<file path="src/rtl/cpu_params_pkg.sv">
// Shared constants for the machine timer / interrupt block: register offsets,
// time width and the mtimecmp reset value.
package cpu_params_pkg;

  localparam int DATA_W = 32;
  localparam int TIME_W = 64;
  localparam int ADDR_W = 3;

  localparam logic [ADDR_W-1:0] ADDR_MSIP        = 3'd0;
  localparam logic [ADDR_W-1:0] ADDR_MTIMECMP_LO = 3'd1;
  localparam logic [ADDR_W-1:0] ADDR_MTIMECMP_HI = 3'd2;
  localparam logic [ADDR_W-1:0] ADDR_MTIME_LO    = 3'd3;
  localparam logic [ADDR_W-1:0] ADDR_MTIME_HI    = 3'd4;
  localparam logic [ADDR_W-1:0] ADDR_PRESCALE    = 3'd5;

  // All-ones keeps the timer interrupt quiet until software programs a compare value
  localparam logic [TIME_W-1:0] MTIMECMP_RST = 64'hFFFF_FFFF_FFFF_FFFF;

  // Offsets above prescale have no register behind them
  function automatic logic isMapped(input logic [ADDR_W-1:0] addr);
    return (addr <= ADDR_PRESCALE);
  endfunction

endpackage

</file>
<file path="src/rtl/sync_flops.sv">
// Multi-flop synchronizer for an asynchronous level input. DEPTH must be at
// least 2 so the first flop has a full cycle to resolve metastability.
module sync_flops #(
  parameter int DEPTH = 2
) (
  input  logic clk_in,
  input  logic reset_in,
  input  logic i_async,
  output logic o_sync
);

  logic [DEPTH-1:0] r_stages;

  // Shift the raw level through the flop chain; reset clears every stage
  always_ff @(posedge clk_in) begin
    if (reset_in) begin
      r_stages <= '0;
    end else begin
      r_stages <= {r_stages[DEPTH-2:0], i_async};
    end
  end

  assign o_sync = r_stages[DEPTH-1];

endmodule

</file>
<file path="src/rtl/irq_timer.sv">
// Machine timer and interrupt source block: a small register bus exposing
// msip, mtime, mtimecmp and a prescaler, plus a synchronized external IRQ.
import cpu_params_pkg::*;

module irq_timer #(
  parameter int                SYNC_STAGES = 2,
  parameter logic [DATA_W-1:0] PRESC_RST   = 32'd0
) (
  input  logic              clk_in,
  input  logic              reset_in,
  input  logic              req,
  input  logic              we,
  input  logic [ADDR_W-1:0] addr,
  input  logic [DATA_W-1:0] wdata,
  output logic              ack,
  output logic [DATA_W-1:0] rdata,
  output logic              bus_err,
  input  logic              ext_irq_raw,
  output logic              ext_irq,
  output logic              mtip,
  output logic              msip
);

  logic              r_ack;
  logic [DATA_W-1:0] r_rdata;
  logic              r_busErr;
  logic              r_msip;
  logic              r_mtip;
  logic [TIME_W-1:0] r_mtime;
  logic [TIME_W-1:0] r_mtimecmp;
  logic [DATA_W-1:0] r_prescale;
  logic [DATA_W-1:0] r_prescCnt;

  logic              w_accept;
  logic              w_write;
  logic              w_read;
  logic              w_wrMsip;
  logic              w_wrCmpLo;
  logic              w_wrCmpHi;
  logic              w_wrTimeLo;
  logic              w_wrTimeHi;
  logic              w_wrPresc;
  logic              w_tick;
  logic [DATA_W-1:0] w_readData;

  // A request is taken only while no ack is outstanding, so a request held
  // through the ack cycle is not mistaken for a second transaction.
  assign w_accept   = req & ~r_ack;
  assign w_write    = w_accept & we;
  assign w_read     = w_accept & ~we;
  assign w_wrMsip   = w_write && (addr == ADDR_MSIP);
  assign w_wrCmpLo  = w_write && (addr == ADDR_MTIMECMP_LO);
  assign w_wrCmpHi  = w_write && (addr == ADDR_MTIMECMP_HI);
  assign w_wrTimeLo = w_write && (addr == ADDR_MTIME_LO);
  assign w_wrTimeHi = w_write && (addr == ADDR_MTIME_HI);
  assign w_wrPresc  = w_write && (addr == ADDR_PRESCALE);

  // The tick is decided from the counter and prescale as they stand before
  // the edge; a prescale write only restarts the count from zero.
  assign w_tick = (r_prescCnt == r_prescale);

  // Read mux over the current register contents; unmapped offsets read as 0
  always_comb begin
    w_readData = '0;
    case (addr)
      ADDR_MSIP:        w_readData = {{(DATA_W-1){1'b0}}, r_msip};
      ADDR_MTIMECMP_LO: w_readData = r_mtimecmp[DATA_W-1:0];
      ADDR_MTIMECMP_HI: w_readData = r_mtimecmp[TIME_W-1:DATA_W];
      ADDR_MTIME_LO:    w_readData = r_mtime[DATA_W-1:0];
      ADDR_MTIME_HI:    w_readData = r_mtime[TIME_W-1:DATA_W];
      ADDR_PRESCALE:    w_readData = r_prescale;
      default:          w_readData = '0;
    endcase
  end

  // Bus response: one-cycle ack, read data captured at acceptance, error flag
  // for unmapped offsets. Data is zero whenever ack is low.
  always_ff @(posedge clk_in) begin
    if (reset_in) begin
      r_ack    <= 1'b0;
      r_rdata  <= '0;
      r_busErr <= 1'b0;
    end else begin
      r_ack    <= w_accept;
      r_rdata  <= w_read ? w_readData : '0;
      r_busErr <= w_accept && !isMapped(addr);
    end
  end

  // Software interrupt bit; only bit 0 of the write data is kept
  always_ff @(posedge clk_in) begin
    if (reset_in) begin
      r_msip <= 1'b0;
    end else if (w_wrMsip) begin
      r_msip <= wdata[0];
    end
  end

  // Prescale register and its 0..prescale counter; writing prescale restarts the count
  always_ff @(posedge clk_in) begin
    if (reset_in) begin
      r_prescale <= PRESC_RST;
      r_prescCnt <= '0;
    end else begin
      if (w_wrPresc) begin
        r_prescale <= wdata;
      end
      if (w_wrPresc || w_tick) begin
        r_prescCnt <= '0;
      end else begin
        r_prescCnt <= r_prescCnt + 32'd1;
      end
    end
  end

  // mtime: a bus write to either half wins over the tick on that edge, so no
  // carry can ripple into the half that was not written.
  always_ff @(posedge clk_in) begin
    if (reset_in) begin
      r_mtime <= '0;
    end else if (w_wrTimeLo) begin
      r_mtime[DATA_W-1:0] <= wdata;
    end else if (w_wrTimeHi) begin
      r_mtime[TIME_W-1:DATA_W] <= wdata;
    end else if (w_tick) begin
      r_mtime <= r_mtime + 64'd1;
    end
  end

  // mtimecmp halves are written independently
  always_ff @(posedge clk_in) begin
    if (reset_in) begin
      r_mtimecmp <= MTIMECMP_RST;
    end else if (w_wrCmpLo) begin
      r_mtimecmp[DATA_W-1:0] <= wdata;
    end else if (w_wrCmpHi) begin
      r_mtimecmp[TIME_W-1:DATA_W] <= wdata;
    end
  end

  // Timer interrupt compares the registered values, so it trails them by one cycle
  always_ff @(posedge clk_in) begin
    if (reset_in) begin
      r_mtip <= 1'b0;
    end else begin
      r_mtip <= (r_mtime >= r_mtimecmp);
    end
  end

  sync_flops #(
    .DEPTH (SYNC_STAGES)
  ) u_extSync (
    .clk_in   (clk_in),
    .reset_in (reset_in),
    .i_async  (ext_irq_raw),
    .o_sync   (ext_irq)
  );

  assign ack     = r_ack;
  assign rdata   = r_rdata;
  assign bus_err = r_busErr;
  assign mtip    = r_mtip;
  assign msip    = r_msip;

endmodule
</file>
<file path="config.mk">
export PLATFORM = sky130hd
export DESIGN_NAME = irq_timer
export DESIGN_NICKNAME = d
export VERILOG_FILES = /design/src/rtl/cpu_params_pkg.sv /design/src/rtl/sync_flops.sv /design/src/rtl/irq_timer.sv
export SDC_FILE = /design/constraint.sdc
export NUM_CORES = 1
export LEC_CHECK = 0
export CAP_MARGIN = 20
export CORE_UTILIZATION = 45
export DETAILED_ROUTE_END_ITERATION = 6
export PLACE_DENSITY = 0.68
export SKIP_LAST_GASP = 1
export SLEW_MARGIN = 20
export SYNTH_ARGS = -nofsm -noshare
export SYNTH_HDL_FRONTEND = slang
export SYNTH_HIERARCHICAL = 1
export SYNTH_SLANG_ARGS = --single-unit
</file>
<file path="constraint.sdc">
create_clock -name clk_in -period 3.4 [get_ports clk_in]
set_input_delay 0.51 -clock clk_in [delete_from_list [all_inputs] [get_ports clk_in]]
set_output_delay 0.51 -clock clk_in [all_outputs]
set_load 0.005 [all_outputs]
</file>
==> flow_metrics.tcl, run 1 <==
set metrics [dict create \
    grt_setup_unrepaired "no" \
    htree_levels 1 \
    end_kind "flop" \
    grt-ovfl-total 0 \
    post-dp-hpwl_um 29300 \
    finalSetupViolations 0 \
    dp_slack_ns -0.00320 \
    drt_first_pass_iters 7 \
    avgSynthCellArea_sq_um 8.15 \
    status "completed" \
    holdWs_ns 0.296 \
    cts_tree "done" \
    cts-root-buf "clkbuf_16" \
    finalCritPeriodShare_pct 91.8 \
    cp_slowest_stage_delay_ns 0.73 \
    ys_ff_latch 230 \
    clk_pin_slew_ns 0.06 \
    syn_to_final_growth_pct 16.6 \
    fp.dieH_um 168 \
    port_buffers 76 \
    wl_per_cell_um 20.7 \
    synth_cells 1530 \
    min_period_ns 3.12 \
    fp.dieW_um 168 \
    synth_area_sq_um 12500 \
    slew_violations 0 \
    clock.fmax_ghz 0.320 \
    peakVddDrop_v 0.000369 \
    critPathKind "flop to flop" \
    drive_gt1_share_pct 7.11 \
    grt_use_total_pct 29.1 \
    ys.flop_type "dfxtp_1" \
    vias 11900 \
    final_nets 1694 \
    diodes 0 \
    drt_iter0_drc 1134 \
    drc_errors 0 \
    seq_area_frac_synth_pct 36.9 \
    ant_nets 0 \
    path_cells "inv_1, ha_1, nand2b_1, a2111oi_0, nor4_1, o311ai_2, a2111oi_0, nor4b_1, o21ai_0" \
    worstPathArrival_ns 3.59 \
    p_leak_nw 5.74 \
    grt_max_degree 44 \
    place_congestion 0.927 \
    hold_viol 0 \
    synth_enable_flop_cells 0 \
    cp_max_fo 5 \
    setup_slack_ns 0.277 \
    clk_latency_ns 0.56 \
    cap_violations 0 \
    critPathRequiredTime_ns 3.86 \
    numCtsBuffers 27 \
    synth.distinct_cells 66 \
    worst_pin_slew_ns 0.780 \
    slew_headroom_pct 48.0 \
    floorplan.initialDensity_pct 46.0 \
    hold_class "input port to flop" \
    p_per_area_nw_per_um2 440 \
    drt-total-wl_um 40900 \
    nFillCells 2592 \
    dieArea_sq_um 28400 \
    ioPinCount 77 \
    fin_skew_ns 0.0291 \
    yosys_warnings 6 \
    core_sq_um 27100 \
    synthArstFlopShare_pct 0 \
    path_common_cell "a2111oi_0" \
    first_global_vias 11300 \
    vias_per_cell 6.04 \
    antenna_found_initial 0 \
    crit_slowest_cell "a2111oi_0" \
    cts.sinks 230 \
    num_rows 60 \
    clock_path_buffers 3 \
    synth_nets 1636 \
    startpoint_type "flop" \
    cts_setup_buffers 0 \
    grt_pass1_wl_um 64800 \
]
==> layout by cell type, fill, tap and decap left out, drive strengths merged, types with 4 or more instances in the layout <==
| master | Yosys | routed |
|---|---|---|
| nor2 | 118 | 118 |
| and3 | 26 | 26 |
| xor2 | 31 | 31 |
| clkbuf | 70 | 40 |
| o21ai | 39 | 39 |
| nor2b | 6 | 6 |
| dfxtp | 230 | 230 |
| a21oi | 130 | 130 |
| a22oi | 36 | 36 |
| buf | 24 | 49 |
| mux2i | 36 | 36 |
| and4 | 8 | 8 |
| a211oi | 23 | 23 |
| o311ai | 7 | 7 |
| or3 | 15 | 15 |
| a31oi | 9 | 9 |
| nand4 | 54 | 54 |
| a32o | 4 | 4 |
| a21o | 15 | 15 |
| inv | 79 | 80 |
| o22ai | 5 | 5 |
| nor4 | 20 | 20 |
| or4 | 5 | 5 |
| nand2 | 214 | 214 |
| xnor2 | 61 | 61 |
| nor3 | 27 | 27 |
| a221oi | 5 | 5 |
| ha | 66 | 66 |
| clkdlybuf4s50 | 0 | 74 |
| nand3 | 56 | 56 |
| o211ai | 71 | 71 |
==> power by group <==
part	internal, mW	switching (mW)	total [mW]
Sequential	2.75	0.0641	2.81
Clock	1.75	1.17	2.92
Combinational	0.224	0.445	0.668
==> critical path: cells and delay by family, from the launching register on <==
family,cells,cell delay (ns)
fa+ha+maj,1,0.28
buf+inv,1,0.11
simple gates,3,0.92
flops,1,0.43
compound gates,4,1.32
==> synthesized netlist by cell type (all sizes together), types with 31 or more instances <==
cell	instances	area [sq um]
a21oi	130	651
nor2	118	443
xor2	31	272
o211ai	71	533
nand4	54	338
dfxtp	230	4600
a22oi	36	270
nand3	56	295
o21ai	39	195
xnor2	61	534
inv	79	297
clkbuf	70	288
ha	66	826
nand2	214	816
mux2i	36	360
==> stage by stage <==
stage	total power, mW	utilization [%]	TNS (ns)	std cells	cell area, sq um
3_3_place_gp	3.51	50.4	0	1931	13700
6_report	6.40	53.7	0	1976	14500
5_1_grt	6.59	53.7	0	1976	14500
3_5_place_dp	3.52	50.4	-0.00320	1931	13700
4_1_cts	6.41	53.6	0	1976	14500
2_1_floorplan	3.24	-	0	1530	12500
==> flip-flops by register name, summed over array words and instances (netlist names) <==
register            flops
rdata                  32
msip                    1
ack                     1
r_prescale             32
u_extSync/r_stages      2
mtip                    1
r_prescCnt             32
r_mtimecmp             64
bus_err                 1
r_mtime                64
==> cell families after synthesis <==
group / count (synthesis) / synth area share, %
flip-flops: 230 / 36.9
multiplexers: 37 / 2.98
AO/OA/AOI/OAI: 366 / 19.0
buffers and inverters: 173 / 5.96
adder cells (fa/ha/maj): 66 / 6.62
XOR/XNOR: 92 / 6.46
AND/OR/NAND/NOR: 566 / 22.1
==> final timing paths <==
path         depth (start not counted)                     to  slack (ns)             startpoint
max reg2reg                          9                   mtip        0.28             r_mtime[0]
min                                  3          r_mtimecmp[0]        0.30               reset_in
max                                  9                   mtip        0.28             r_mtime[0]
min reg2reg                          1  u_extSync/r_stages[1]        0.45  u_extSync/r_stages[0]
==> repair_timing <==
| item | 4_1_cts | 5_1_grt |
|---|---|---|
| pin swaps | 0 | 0 |
| hold buffers | 0 | 0 |
| setup endpoints to repair | 1 | 1 |
| resized for setup | 1 | 1 |
==> cell type report <==
type | instances | area [sq um] | share of cell area [%]
multi-input cells | 1127 | 7150 | 49.2
flip-flops and latches | 230 | 4600 | 31.7
repair buffers | 123 | 1150 | 7.93
clock buffers | 40 | 795 | 5.46
well taps | 372 | 465 | 3.20
inverters | 79 | 297 | 2.04
clock inverters | 5 | 78.8 | 0.542
==> metal layers <==
metal / part of all wire [%] / wire, um / up-vias / GRT usage, %
li1: - / - / 5613 / -
met2: 46 / 18600 / 468 / 47.1
met4: 3.6 / 1470 / 0 / 10.8
met1: 43 / 17800 / 5746 / 38.5
met3: 7.5 / 3060 / 100 / 5.38
met5: 0 / 0 / - / 0
Power figures use the tool's default switching activity.
==> run 2, diff against run 1 <==
Settings changed: TNS_END_PERCENT from default to 10.
==> results of run 2 <==
Final layout, timing and power as in run 1 (identical DEF).
==> run 3, diff against run 2 <==
Settings changed: CAP_MARGIN 20 to 25, SETUP_SLACK_MARGIN from default to 0.4.
==> run 3 against run 2 <==
Net effect: via count barely moved; critical path depth did not move; routed wire length rose by 0.37%; clock skew rose by 0.0011 ns; hold slack got worse by 0.0048 ns; non-clock buffer count did not move; clock power barely moved; combinational power rose by 2%; design area rose by 0.29%; critical path type unchanged; sequential cell count did not move; global-route usage barely moved; cell count did not move.
==> flow_metrics.tcl, run 3 (synthesized netlist as in run 1, its figures left out) <==
set metrics [dict create \
    drc_errors 0 \
    cap_violations 0 \
    place_congestion 0.927 \
    drt_iter0_drc 1118 \
    syn_to_final_growth_pct 17.0 \
    min_period_ns 2.84 \
    status "completed" \
    hold_viol 0 \
    p_leak_nw 5.75 \
    finalCritPeriodShare_pct 83.6 \
    diodes 0 \
    final_nets 1694 \
    critPathKind "flop to flop" \
    power_mw 6.40 \
    setup_slack_ns 0.559 \
    end_kind "flop" \
    slew_violations 0 \
    floorplan.initialDensity_pct 46.0 \
    cts_setup_buffers 0 \
    grt_pass1_wl_um 64700 \
    nFillCells 2588 \
    peakVddDrop_v 0.000369 \
    core_sq_um 27100 \
    p_per_area_nw_per_um2 439 \
    worstPathArrival_ns 3.31 \
    slew_headroom_pct 48.2 \
    final_area_sq_um 14600 \
    htree_levels 1 \
    vias_per_cell 6.04 \
    worst_pin_slew_ns 0.777 \
    cp_max_fo 5 \
    ant_nets 0 \
    port_buffers 76 \
    clk_latency_ns 0.56 \
    post-dp-hpwl_um 29300 \
    multiInputGateArea_sq_um 7190 \
    critPathRequiredTime_ns 3.86 \
    reg_top3 "r_mtime x64, r_mtimecmp x64" \
    cts-root-buf "clkbuf_16" \
    clock_path_buffers 3 \
    holdWs_ns 0.291 \
    dp_cells 1931 \
    grt_use_total_pct 29.1 \
    place_area_sq_um 13700 \
    stdcell_count 1976 \
    grt_setup_unrepaired "yes" \
    startpoint_type "flop" \
    final_common_cell "dfxtp_1" \
    ioPinCount 77 \
    clk_pin_slew_ns 0.06 \
    drive_gt1_share_pct 7.29 \
    fp.dieH_um 168 \
    grt_max_degree 44 \
    drt-total-wl_um 41100 \
    first_global_vias 11300 \
    vias 11900 \
    fp.dieW_um 168 \
    finalSetupViolations 0 \
    cts.sinks 230 \
    cts_tree "done" \
    dp_slack_ns -0.00320 \
    layout_common_cells "230 x dfxtp_1, 211 x nand2_1, 130 x a21oi_1, 118 x nor2_1, 78 x inv_1" \
    clock.fmax_ghz 0.352 \
    drt_first_pass_iters 5 \
    hold_class "input port to flop" \
    numCtsBuffers 27 \
    fin_skew_ns 0.0302 \
    grt-ovfl-total 0 \
    antenna_found_initial 0 \
    num_rows 60 \
    wl_per_cell_um 20.8 \
    regArea_sq_um 4600 \
    dieArea_sq_um 28400 \
]
## run 3: worst max-delay path: stages (launching register included)
cell and delay [ns]:
dfxtp_1 0.43, inv_1 0.11, ha_1 0.28, nand2b_1 0.13, a2111oi_1 0.10, nor4_2 0.59, o311ai_4 0.18, a2111oi_1 0.60
nor4b_1 0.10, o21ai_0 0.24
## run 3: power breakdown
part	switching [mW]	leakage [nW]	total, mW	internal (mW)
combinational	0.449	3.46	0.680	0.231
sequential	0.0651	1.86	2.81	2.75
clock	1.16	0.431	2.91	1.75
## run 3: path summary, 6_finish.rpt
kind	cells past startpoint	slack [ns]	to	from
max	9	0.56	mtip	r_mtime[0]
min	3	0.29	r_mtimecmp[0]	reset_in
max reg2reg	9	0.56	mtip	r_mtime[0]
min reg2reg	1	0.45	u_extSync/r_stages[1]	u_extSync/r_stages[0]
## run 3: metal layers
metal	GRT usage [%]	vias to the layer above	part of all wire [%]
met5	0	-	0
met4	10.8	0	3.7
met3	5.38	103	7.2
met2	47.1	481	45
met1	38.5	5735	44
li1	-	5613	-
## run 3: per-stage QoR
| stage | TNS, ns | util [%] |
|---|---|---|
| global placement | 0 | 50.4 |
| floorplan | 0 | - |
| global route | 0 | 53.8 |
| CTS | 0 | 53.7 |
| finish | 0 | 53.8 |
| detailed placement | -0.00320 | 50.4 |
## run 3: cell type report
type | instances | area share (%)
Clock buffer | 40 | 5.45
Clock inverter | 5 | 0.540
Inverter | 79 | 2.03
Multi-Input combinational cell | 1127 | 49.3
Sequential cell | 230 | 31.6
Tap cell | 372 | 3.19
Timing Repair Buffer | 123 | 7.91
## run 3: what timing repair did
action                                  4_1_cts  5_1_grt
endpoints found under the setup margin        2       15
hold endpoints to repair                      0        0
gates resized for setup                       4        6
hold buffers                                  0        0
==> variant (settings of run 1) <==
`r_rdata` no longer has a reset.
--- a/src/rtl/irq_timer.sv
+++ b/src/rtl/irq_timer.sv
@@ -79,11 +79,13 @@
     if (reset_in) begin
       r_ack    <= 1'b0;
-      r_rdata  <= '0;
       r_busErr <= 1'b0;
     end else begin
       r_ack    <= w_accept;
-      r_rdata  <= w_read ? w_readData : '0;
       r_busErr <= w_accept && !isMapped(addr);
     end
+  end
+
+  always_ff @(posedge clk_in) begin
+    r_rdata <= w_read ? w_readData : '0;
   end
 
Behaviour: differs if reset_in is asserted again (counterexample within 4 cycles, from zero or initial values and one cycle with reset_in high); with reset_in held inactive, the same outputs for 4 cycles.
==> variant against run 1 <==
Sequential cell count is the same. Critical endpoint unchanged. Routed wire length up 1.2%. Via count down 0.33%. Sequential share of layout area rose by 0.20 points. Cell count fell by 2.1%. Critical path type unchanged. Worst setup slack better by 150 ps. Cell area decreased by 0.63%. Critical path depth rose by 1. Global-route usage rose by 0.16 points. Non-clock buffer count shrank 5. Synthesized area is 1.2% lower. Total power grew 3.8%. Largest power group unchanged.
==> variant: results (changes against run 1) <==
----------------------------------------------------
[Power]
  Static leakage ... 5.994 nW (+4.4%)

[Detailed routing]
  Number of optimization iterations in the first detailed-route pass ... 6 (-1)
  Total length of routed met3 wires ... 3.205 mm (+4.7%)
  Total Wirelength ... 41.45 mm (+1.2%)
  Met1 Routed Length ... 18.21 mm (+2.4%)
  Number of vias after detailed routing ... 11888 (-0.33%)
  Detailed-routed wire length on met2 ... 18.45 mm (-0.99%)

[Clock tree]
  Number of buffers created by CTS ... 26 (-3.7%)
  Source-to-sink clock delay at the later pin of the worst-skew pair ... 540 ps (-20 ps)

[Cells and area]
  Count of plain and timing-repair buffers ... 118 (-4.1%)
  Post-route non-filler standard cell count ... 1935 (-2.1%)
  Clock buffers ... 38 (-5.0%)
  Count of nets after finishing ... 1682 (-0.71%)
  Relative area of clock buffers and inverters in the final design ... 6.485% (+0.48 points)
  Number of multi-input logic gates ... 1125 (-0.18%)
  Proportion of cell area occupied by registers ... 31.86% (+0.20 points)

[Placement]
  DP Area ... 13510 um^2 (-1.1%)
  Dpl ws ... 379.6 ps (+382.8 ps)

[STA]
  Final worst path period need ... 2969 ps (-154.3 ps)
  Worst hold slack across all endpoints ... 427.5 ps (+132.0 ps)
  Post-route clock skew ... 18.15 ps (-10.98 ps)

[GRT]
  Overall routing resource usage ... 29.26% (+0.16 points)
  Met3 Use GR ... 4.042% (-1.3 points)
  Global-route wire length before repair ... 64.59 mm (-0.26%)
  Pin count of the biggest net entering global routing ... 79 (+80%)
  Via count of the first global-routing pass ... 11353 (+0.26%)

[Critical path]
  CP max stage delay ... 620 ps (-110 ps)
  Register-to-register path setup slack ... 430 ps (+150 ps)
  CP max-delay cell ... nor4_1

[Synthesis]
  Sequential-to-total area share from yosys stat ... 37.39% (+0.46 points)
  Largest cells by area after synthesis ... dfxtp_1 37%, ha_1 6.7%, nand2_1 6.4%

[Worst hold path]
  Hold endpoint ... u_extSync/r_stages[1]
  Hold Path Cell Cnt ... 2 (-1)

[Outcome]
  Result of the run ... completed

----------------------------------------------------
## variant: changes by cell type after synthesis, sizes merged, moves of 6 or more
| cell | run 1 | this run |
|---|---|---|
| a22oi | 36 | 30 |
| and4 | 8 | 16 |
| clkbuf | 70 | 90 |
| and2 | 3 | 9 |
| xor2 | 31 | 67 |
| nand3 | 56 | 50 |
| xnor2 | 61 | 22 |
| buf | 24 | 10 |
## variant: kinds of logic after synthesis
kind of cell / after synthesis / share of synthesized area [%]
simple gates: 560 / 21.56
compound gates: 373 / 19.44
flops: 230 / 37.39
buf+inv: 175 / 5.457
xor+xnor: 89 / 6.331
mux: 37 / 3.109
fa+ha+maj: 66 / 6.707
## variant: power by group
part	switching (mW)	internal [mW]	leakage, nW
Clock	1.16	1.91	0.466
Combinational	0.497	0.246	3.67
Sequential	0.0681	2.75	1.86
Total	1.73	4.91	5.99
## variant: worst register-to-register path: cells and delay by family, from the launching register on
kind,cells,cell delay [ps]
compound gates,4,1020
fa+ha+maj,1,270
buf+inv,2,270
flops,1,440
simple gates,3,890
